**src/rtl/sn74ls194_seq_pkg.sv**
```systemverilog
// Shared encodings for the 194-type shift-register sequencer: FSM states and register mode pins.
package sn74ls194_seq_pkg;

  typedef enum logic [1:0] {
    StIdle  = 2'd0,
    StLoad  = 2'd1,
    StShift = 2'd2,
    StDone  = 2'd3
  } state_e;

  localparam logic [1:0] MODE_HOLD = 2'b00;
  localparam logic [1:0] MODE_SHR  = 2'b01;
  localparam logic [1:0] MODE_SHL  = 2'b10;
  localparam logic [1:0] MODE_LOAD = 2'b11;

  // dir=0 shifts toward the MSB (serial in on r), dir=1 toward the LSB (serial in on l).
  function automatic logic [1:0] shift_mode(input logic dir);
    return dir ? MODE_SHL : MODE_SHR;
  endfunction

endpackage

```
**src/rtl/sn74ls194_seq_cnt.sv**
```systemverilog
// Loadable down-counter for the sequencer: saturating load, decrement, zero and one flags.
module sn74ls194_seq_cnt #(
  parameter int unsigned CNT_W     = 3,
  parameter int unsigned MAX_SHIFT = 4
) (
  input  logic             clk,
  input  logic             clr,
  input  logic             load_i,
  input  logic [CNT_W-1:0] load_val_i,
  input  logic             dec_i,
  output logic             is_zero_o,
  output logic             is_one_o
);

  localparam logic [CNT_W-1:0] MaxVal = CNT_W'(MAX_SHIFT);

  logic [CNT_W-1:0] cnt_q, cnt_d;

  always_comb begin
    cnt_d = cnt_q;
    if (load_i) begin
      // Oversized requests clamp to the largest legal count instead of wrapping.
      cnt_d = (load_val_i > MaxVal) ? MaxVal : load_val_i;
    end else if (dec_i && (cnt_q != '0)) begin
      cnt_d = cnt_q - CNT_W'(1);
    end
  end

  always_ff @(posedge clk) begin
    if (clr) begin
      cnt_q <= '0;
    end else begin
      cnt_q <= cnt_d;
    end
  end

  assign is_zero_o = (cnt_q == '0);
  assign is_one_o  = (cnt_q == CNT_W'(1));

endmodule

```
**src/rtl/sn74ls194_seq.sv**
```systemverilog
// Load-then-shift-N sequencer driving 194-type shift-register mode, load and serial pins.
// Define SN74LS194_SEQ_ROTATE_EN to feed the serial input from q_in so the cascade rotates.
module sn74ls194_seq
  import sn74ls194_seq_pkg::*;
#(
  parameter int unsigned WIDTH     = 4,
  parameter int unsigned MAX_SHIFT = 4,
  parameter int unsigned CNT_W     = 3
) (
  input  logic             clk,
  input  logic             clr,
  input  logic             start,
  input  logic             dir,
  input  logic [WIDTH-1:0] data,
  input  logic [CNT_W-1:0] nbits,
  input  logic             ser_in,
  input  logic [WIDTH-1:0] q_in,
  output logic             s1,
  output logic             s0,
  output logic [WIDTH-1:0] d,
  output logic             r,
  output logic             l,
  output logic             busy,
  output logic             done
);

  state_e           state_q, state_d;
  logic             dir_q, dir_d;
  logic [WIDTH-1:0] d_q, d_d;
  logic [1:0]       mode_q, mode_d;
  logic             busy_q, busy_d;
  logic             done_q, done_d;

  logic accept;
  logic cnt_zero, cnt_one;
  logic ser_fwd;

  assign accept = (state_q == StIdle) && start;

  sn74ls194_seq_cnt #(
    .CNT_W     (CNT_W),
    .MAX_SHIFT (MAX_SHIFT)
  ) u_cnt (
    .clk        (clk),
    .clr        (clr),
    .load_i     (accept),
    .load_val_i (nbits),
    .dec_i      (state_q == StShift),
    .is_zero_o  (cnt_zero),
    .is_one_o   (cnt_one)
  );

  always_comb begin
    state_d = state_q;
    dir_d   = dir_q;
    d_d     = d_q;
    unique case (state_q)
      StIdle: begin
        if (start) begin
          state_d = StLoad;
          dir_d   = dir;
          d_d     = data;
        end
      end
      StLoad:  state_d = cnt_zero ? StDone : StShift;
      StShift: if (cnt_one) state_d = StDone;
      StDone:  state_d = StIdle;
    endcase
  end

  // Outputs are registered from the next state so they are a pure function of the state register.
  always_comb begin
    mode_d = MODE_HOLD;
    busy_d = 1'b0;
    done_d = 1'b0;
    unique case (state_d)
      StIdle:  mode_d = MODE_HOLD;
      StLoad: begin
        mode_d = MODE_LOAD;
        busy_d = 1'b1;
      end
      StShift: begin
        mode_d = shift_mode(dir_d);
        busy_d = 1'b1;
      end
      StDone:  done_d = 1'b1;
    endcase
  end

  always_ff @(posedge clk) begin
    if (clr) begin
      state_q <= StIdle;
      dir_q   <= 1'b0;
      d_q     <= '0;
      mode_q  <= MODE_HOLD;
      busy_q  <= 1'b0;
      done_q  <= 1'b0;
    end else begin
      state_q <= state_d;
      dir_q   <= dir_d;
      d_q     <= d_d;
      mode_q  <= mode_d;
      busy_q  <= busy_d;
      done_q  <= done_d;
    end
  end

`ifdef SN74LS194_SEQ_ROTATE_EN
  // Recirculate the bit that falls off the far end of the cascade.
  assign ser_fwd = dir_q ? q_in[0] : q_in[WIDTH-1];
  logic unused_ser_in;
  assign unused_ser_in = ser_in;
`else
  assign ser_fwd = ser_in;
  logic unused_q_in;
  assign unused_q_in = ^q_in;
`endif

  assign r = (state_q == StShift) && !dir_q && ser_fwd;
  assign l = (state_q == StShift) &&  dir_q && ser_fwd;

  assign s1   = mode_q[1];
  assign s0   = mode_q[0];
  assign d    = d_q;
  assign busy = busy_q;
  assign done = done_q;

endmodule

```
**config.mk**
```make
export PLATFORM = sky130hd
export DESIGN_NAME = sn74ls194_seq
export DESIGN_NICKNAME = d
export VERILOG_FILES = /design/src/rtl/sn74ls194_seq_pkg.sv /design/src/rtl/sn74ls194_seq_cnt.sv /design/src/rtl/sn74ls194_seq.sv
export SDC_FILE = /design/constraint.sdc
export NUM_CORES = 1
export LEC_CHECK = 0
export ABC_AREA = 1
export CAP_MARGIN = 20
export CORE_MARGIN = 3
export CORE_UTILIZATION = 45
export CTS_CLUSTER_DIAMETER = 50
export DETAILED_ROUTE_END_ITERATION = 8
export GPL_ROUTABILITY_DRIVEN = 1
export GPL_TIMING_DRIVEN = 0
export PLACE_DENSITY_LB_ADDON = 0.3
export SYNTH_ARGS = -nofsm -noshare
export SYNTH_HDL_FRONTEND = slang
export SYNTH_SLANG_ARGS = --single-unit
export TNS_END_PERCENT = 100
```
**constraint.sdc**
```tcl
create_clock -name clk -period 3.3 [get_ports clk]
set_input_delay 0.825 -clock clk [delete_from_list [all_inputs] [get_ports clk]]
set_output_delay 0.825 -clock clk [all_outputs]
set_load 0.1 [all_outputs]
```
==> qor.yml, run 1 <==
reg2reg_depth: 10
grt_pass1_vias: 608
power_leakage_nw: 0.4978
die_h_um: 46.91
route.detailed.drc: 0
fin_util: 0.6599
clk-insertion-delay-late_ns: 0.28
setup_viol: 0
max_slew_margin: 0.3497
whs_path_depth: 2
fmax_mhz: 315.0
ys_seq_area_frac: 0.3721
antenna_cells: 0
nNetsFinal: 154
gp_congestion: 0.7272
synthTopCellsByArea: "dfxtp_1, ha_1, inv_1, nor2_1, nand2_1"
dp.final_hpwl_um: 1101
routed_wl_um: 1396
cts_sinks: 14
synth_most_common_cell: "inv_1"
antenna_found_initial: 0
rsz0062_at_grt: "false"
routed-via-count: 648
dr.pass1.iters: 4
via_per_inst: 4.531
grt_max_degree: 11
fp-row-count: 14
dieArea_mm2: 0.002201
crit_path_top_delay_cell: "dlygate4sd2_1"
vdd_drop_max_v: 0.0006560
cp.required_ns: 2.47
ioPinCount: 26
worstMarginPinSlew_ns: 0.9724
clk_path_buf_depth: 2
fp.coreArea_mm2: 0.001541
netlist_area_um2: 753.2
track_usage: 0.1525
hold_viol: 0
crit_type: "in -> out"
ctsResizeCount: 2
grt-ovfl-total: 0
cp_max_fo: 2
hp-class: "reg -> reg"
cp-start-kind: "input pin"
hold_ws_ns: 0.4874
grt_pass1_wl_um: 2428
tritoncts: "built"
slowest_delay_ns: 0.88
wire_per_inst_um: 9.762
avgSynthCellArea_um2: 7.385
max_cap_violations: 0
synthToLayoutAreaGrowth_pct: 35.05
synthTopCellsByCount: "inv_1, nor2_1, dfxtp_1, nand2_1, ha_1"
synthFlopType: "dfxtp_1"
synth_edf_count: 0
power_density_mw_per_mm2: 1085
syn-instance-count: 102
chipWidth_um: 46.91
ant_nets: 0
placedCellCount: 139
ys_types: 16
h-tree-depth: 1
cp.arrival_ns: 2.35
status: "completed"
final_cells: 143
synth_top_area_frac: 0.3721
cp-end-kind: "output port"
slew_viol_final: 0
yosysTopAreaCell: "dfxtp_1"
fin_skew_ns: 0.002679
synth-async-reset-ratio: 0
syn_nets: 128
cts_setup_buffers: 0
ys_ff_latch: 14
cts_root_buf: "clkbuf_4"
drtIter0Drc: 5
period_needed_ns: 3.175
numCtsBuffers: 3
cp_cell_sequence: "clkdlybuf4s50_1 > inv_1 > nor3_1 > dlygate4sd2_1"
drive_above_1_share: 0.08661
power_w: 0.001104
cts_hold_buf: 0
io_buffers: 21
fin_crit_sh: 0.9620
start_util: 0.4886
yosysWarnings: 0
cts.clk_slew.worst_paths_ns: 0.09
[final timing paths]
check | start | to | slack, ns
setup / recovery | ser_in | r | 0.13
hold / removal | d[0] | d[0] | 0.49
setup reg to reg | state_q[0] | mode_q[0] | 1.64
hold reg to reg | d[0] | d[0] | 0.49
[through the flow]
stage / worst slack (ns) / TNS [ns] / instance area, um^2
final: 0.1252 / 0 / 1017
after global routing: 0.05181 / 0 / 1017
after CTS: 0.1071 / 0 / 1017
after detailed placement: -0.1812 / -0.3411 / 983.4
after global placement: -0.1431 / -0.2814 / 983.4
after floorplan: -0.4079 / -0.8159 / 753.2
[layout by cell type (no fill, tap or decap)]
| cell | count |
|---|---|
| or2_2 | 1 |
| nand2_2 | 2 |
| nand3b_1 | 1 |
| inv_1 | 21 |
| dlygate4sd2_1 | 2 |
| o21ai_0 | 9 |
| nand3_1 | 4 |
| ha_1 | 10 |
| a21oi_1 | 2 |
| nor2_1 | 19 |
| nor2_2 | 1 |
| clkbuf_4 | 3 |
| nand2_4 | 1 |
| o21ai_2 | 1 |
| nor3_1 | 2 |
| nand2_1 | 13 |
| clkbuf_8 | 1 |
| dfxtp_1 | 14 |
| clkdlybuf4s50_1 | 19 |
| buf_6 | 1 |
[state kept, by name, summed over array words and instances, names as in the netlist]
register,cells
dir_q,1
u_cnt.cnt_q,3
busy,1
d,4
done,1
state_q,2
mode_q,2
[worst max-delay path, delay by kind of cell]
kind	cells	cell delay [ns]
buf+inv	3	1.39
simple gates	1	0.14
[area by class of cell]
| class | count | area [um^2] |
|---|---|---|
| Inverter | 21 | 78.83 |
| Sequential cell | 14 | 280.3 |
| Multi-Input combinational cell | 66 | 382.9 |
| Fill cell | 139 | 524.3 |
| Timing Repair Buffer | 21 | 207.7 |
| Buffer | 1 | 11.26 |
| Tap cell | 16 | 20.02 |
| Clock buffer | 4 | 36.28 |
[routing by layer]
layer | routed length, um | global-route usage
met1 | 642 | 0.1959
met2 | 673 | 0.2439
met3 | 70 | 0.03448
met4 | 10 | 0.06630
met5 | 0 | 0
[power by group]
group	total, W	internal [W]	leakage (nW)	switching [W]
clock network	0.000125	0.0000671	0.0210	0.0000581
registers	0.000264	0.000234	0.116	0.0000302
logic	0.000715	0.000221	0.361	0.000493
total	0.00110	0.000522	0.498	0.000582
[cell families after synthesis]
| kind of cell | Yosys count | share of synthesized area |
|---|---|---|
| simple gates | 44 | 0.2575 |
| buf+inv | 22 | 0.1196 |
| flops | 14 | 0.3721 |
| compound gates | 12 | 0.08472 |
| fa+ha+maj | 10 | 0.1661 |
No activity file was read; power rests on OpenSTA's default activity.
==> run 2, diff against run 1 <==
--- a/config.mk
+++ b/config.mk
@@ -7,8 +7,10 @@
 export LEC_CHECK = 0
 export ABC_AREA = 1
 export CAP_MARGIN = 20
+export CELL_PAD_IN_SITES_DETAIL_PLACEMENT = 0
+export CELL_PAD_IN_SITES_GLOBAL_PLACEMENT = 1
 export CORE_MARGIN = 3
-export CORE_UTILIZATION = 45
+export CORE_UTILIZATION = 32
 export CTS_CLUSTER_DIAMETER = 50
 export DETAILED_ROUTE_END_ITERATION = 8
 export GPL_ROUTABILITY_DRIVEN = 1
==> run 2 against run 1 <==
Net effect:
- worst hold slack improved by 0.00067 ns
- cell area increased by 1.4%
- non-clock buffer count unchanged
- critical path depth unchanged
- largest cell class unchanged
==> qor.yml, run 2 (synthesized netlist as in run 1, its figures left out) <==
status: "completed"  # unchanged
h-tree-depth: 1  # unchanged
max_cap_violations: 0  # unchanged
fmax_mhz: 316.8  # was 315.0 MHz
routed-via-count: 660  # was 648
nNetsFinal: 154  # unchanged
drive_above_1_share: 0.08661  # unchanged
top_usage_layer: "met2"  # unchanged
routed_wl_um: 1481  # was 1396 um
chipWidth_um: 54.52  # was 46.91 um
largest_reg_flops: 4  # unchanged
cts_sinks: 14  # unchanged
worstPathBufferInverterCount: 3  # unchanged
io_buffers: 21  # unchanged
hold_viol: 0  # unchanged
worstMarginPinSlew_ns: 0.9706  # was 0.9724 ns
slowest_delay_ns: 0.88  # about the same
ant_nets: 0  # unchanged
cts_setup_buffers: 0  # unchanged
start_util: 0.3618  # was 0.4886
clk-insertion-delay-late_ns: 0.28  # about the same
ioPinCount: 26  # unchanged
numCtsBuffers: 3  # unchanged
ctsResizeCount: 2  # unchanged
vdd_drop_max_v: 0.0006271  # was 0.0006560 V
route.detailed.drc: 0  # unchanged
clk_path_buf_depth: 2  # unchanged
grt_max_degree: 11  # unchanged
cts_hold_buf: 0  # unchanged
path_depth: 4  # unchanged
cts.clk_slew.worst_paths_ns: 0.08  # was 0.09 ns
drtIter0Drc: 6  # was 5
dr.pass1.iters: 4  # unchanged
fp-row-count: 16  # was 14
fin_crit_sh: 0.9566  # was 0.9620
cp-end-kind: "output port"  # unchanged
antenna_cells: 0  # unchanged
setup_viol: 0  # unchanged
track_usage: 0.1133  # was 0.1525
power_leakage_nw: 0.4978  # unchanged
final_cell_mix: "inv_1, nor2_1, clkdlybuf4s50_1, dfxtp_1, nand2_1"  # unchanged
dp_slack_ns: -0.1688  # was -0.1812 ns
fin_skew_ns: 0.004426  # was 0.002679 ns
period_needed_ns: 3.157  # was 3.175 ns
crit_path_top_delay_cell: "dlygate4sd2_1"  # unchanged
hp-class: "reg -> reg"  # unchanged
layout_commonest_cell: "inv_1"  # unchanged
timing.final.ws_setup_ns: 0.1431  # was 0.1252 ns
cp-start-kind: "input pin"  # unchanged
via_per_inst: 4.286  # was 4.531
grt-ovfl-total: 0  # unchanged
slew_viol_final: 0  # unchanged
cp_max_fo: 2  # unchanged
antenna_found_initial: 0  # unchanged
wire_per_inst_um: 9.617  # was 9.762 um
placedCellCount: 150  # was 139
synthToLayoutAreaGrowth_pct: 36.88  # was 35.05%
fp.coreArea_mm2: 0.002082  # was 0.001541 mm^2
die_h_um: 54.52  # was 46.91 um
crit_family: "buffers and inverters"  # unchanged
crit_type: "in -> out"  # unchanged
cp_cell_sequence: "clkdlybuf4s50_1 > inv_1 > nor3_1 > dlygate4sd2_1"  # unchanged
tritoncts: "built"  # unchanged
cts_root_buf: "clkbuf_4"  # unchanged
dp.final_hpwl_um: 1173  # was 1101 um
cp.required_ns: 2.47  # about the same
power_w: 0.001109  # was 0.001104 W
grt_use_met1: 0.1417  # was 0.1959
tns_ns: 0  # unchanged
final_cells: 154  # was 143
whs_path_depth: 2  # unchanged
gp_congestion: 0.7207  # was 0.7272
grt_pass1_wl_um: 2435  # was 2428 um
dieArea_mm2: 0.002972  # was 0.002201 mm^2
grt_pass1_vias: 583  # was 608
rsz0062_at_grt: "false"  # unchanged
reg2reg_depth: 10  # unchanged
power_density_mw_per_mm2: 1076  # was 1085 mW/mm^2
use_met2: 0.1793  # was 0.2439
grtUsageMet3: 0.03270  # was 0.03448
cp.arrival_ns: 2.33  # was 2.35 ns
max_slew_margin: 0.3509  # was 0.3497
==> run 2: cell counts in the layout (fill, tap and decap cells not counted) <==
No cell type changed its count.
==> run 2: metal layers <==
metal  vias up  share of wire
met2        14           0.46
met5         -              0
met4         0          0.015
met3         4          0.054
li1        358              -
met1       284           0.47
==> run 2: worst paths after layout <==
kind                    from        end  slack (ns)
setup / recovery      ser_in          r        0.14
hold / removal          d[1]       d[1]        0.49
setup reg to reg  state_q[0]  mode_q[0]        1.61
hold reg to reg         d[1]       d[1]        0.49
==> run 2: cell type report <==
cell class	instances	area [um^2]
flip-flops and latches	14	280.3
repair buffers	21	207.7
multi-input cells	66	382.9
well taps	27	33.78
plain buffers	1	11.26
inverters	21	78.83
fillers	219	1051
clock buffers	4	36.28
==> run 2: tightest hold or removal path, delay by kind of cell, from the launching register on <==
kind             cells  cell delay, ns
DFF                  1            0.33
and+or+nand+nor      2            0.12
==> run 2: per-stage QoR <==
stage	hold WS [ns]	cell area, um^2	utilization
2_1_floorplan	0.4680	753.2	-
3_3_place_gp	0.4632	997.2	0.4790
3_5_place_dp	0.4765	997.2	0.4790
4_1_cts	0.4922	1031	0.4952
5_1_grt	0.5161	1031	0.4952
6_report	0.4881	1031	0.4952
==> run 2: where the power goes <==
group	total (W)	switching, W	internal [W]
clock network	0.000124	0.0000567	0.0000670
logic	0.000721	0.000501	0.000221
registers	0.000264	0.0000301	0.000234
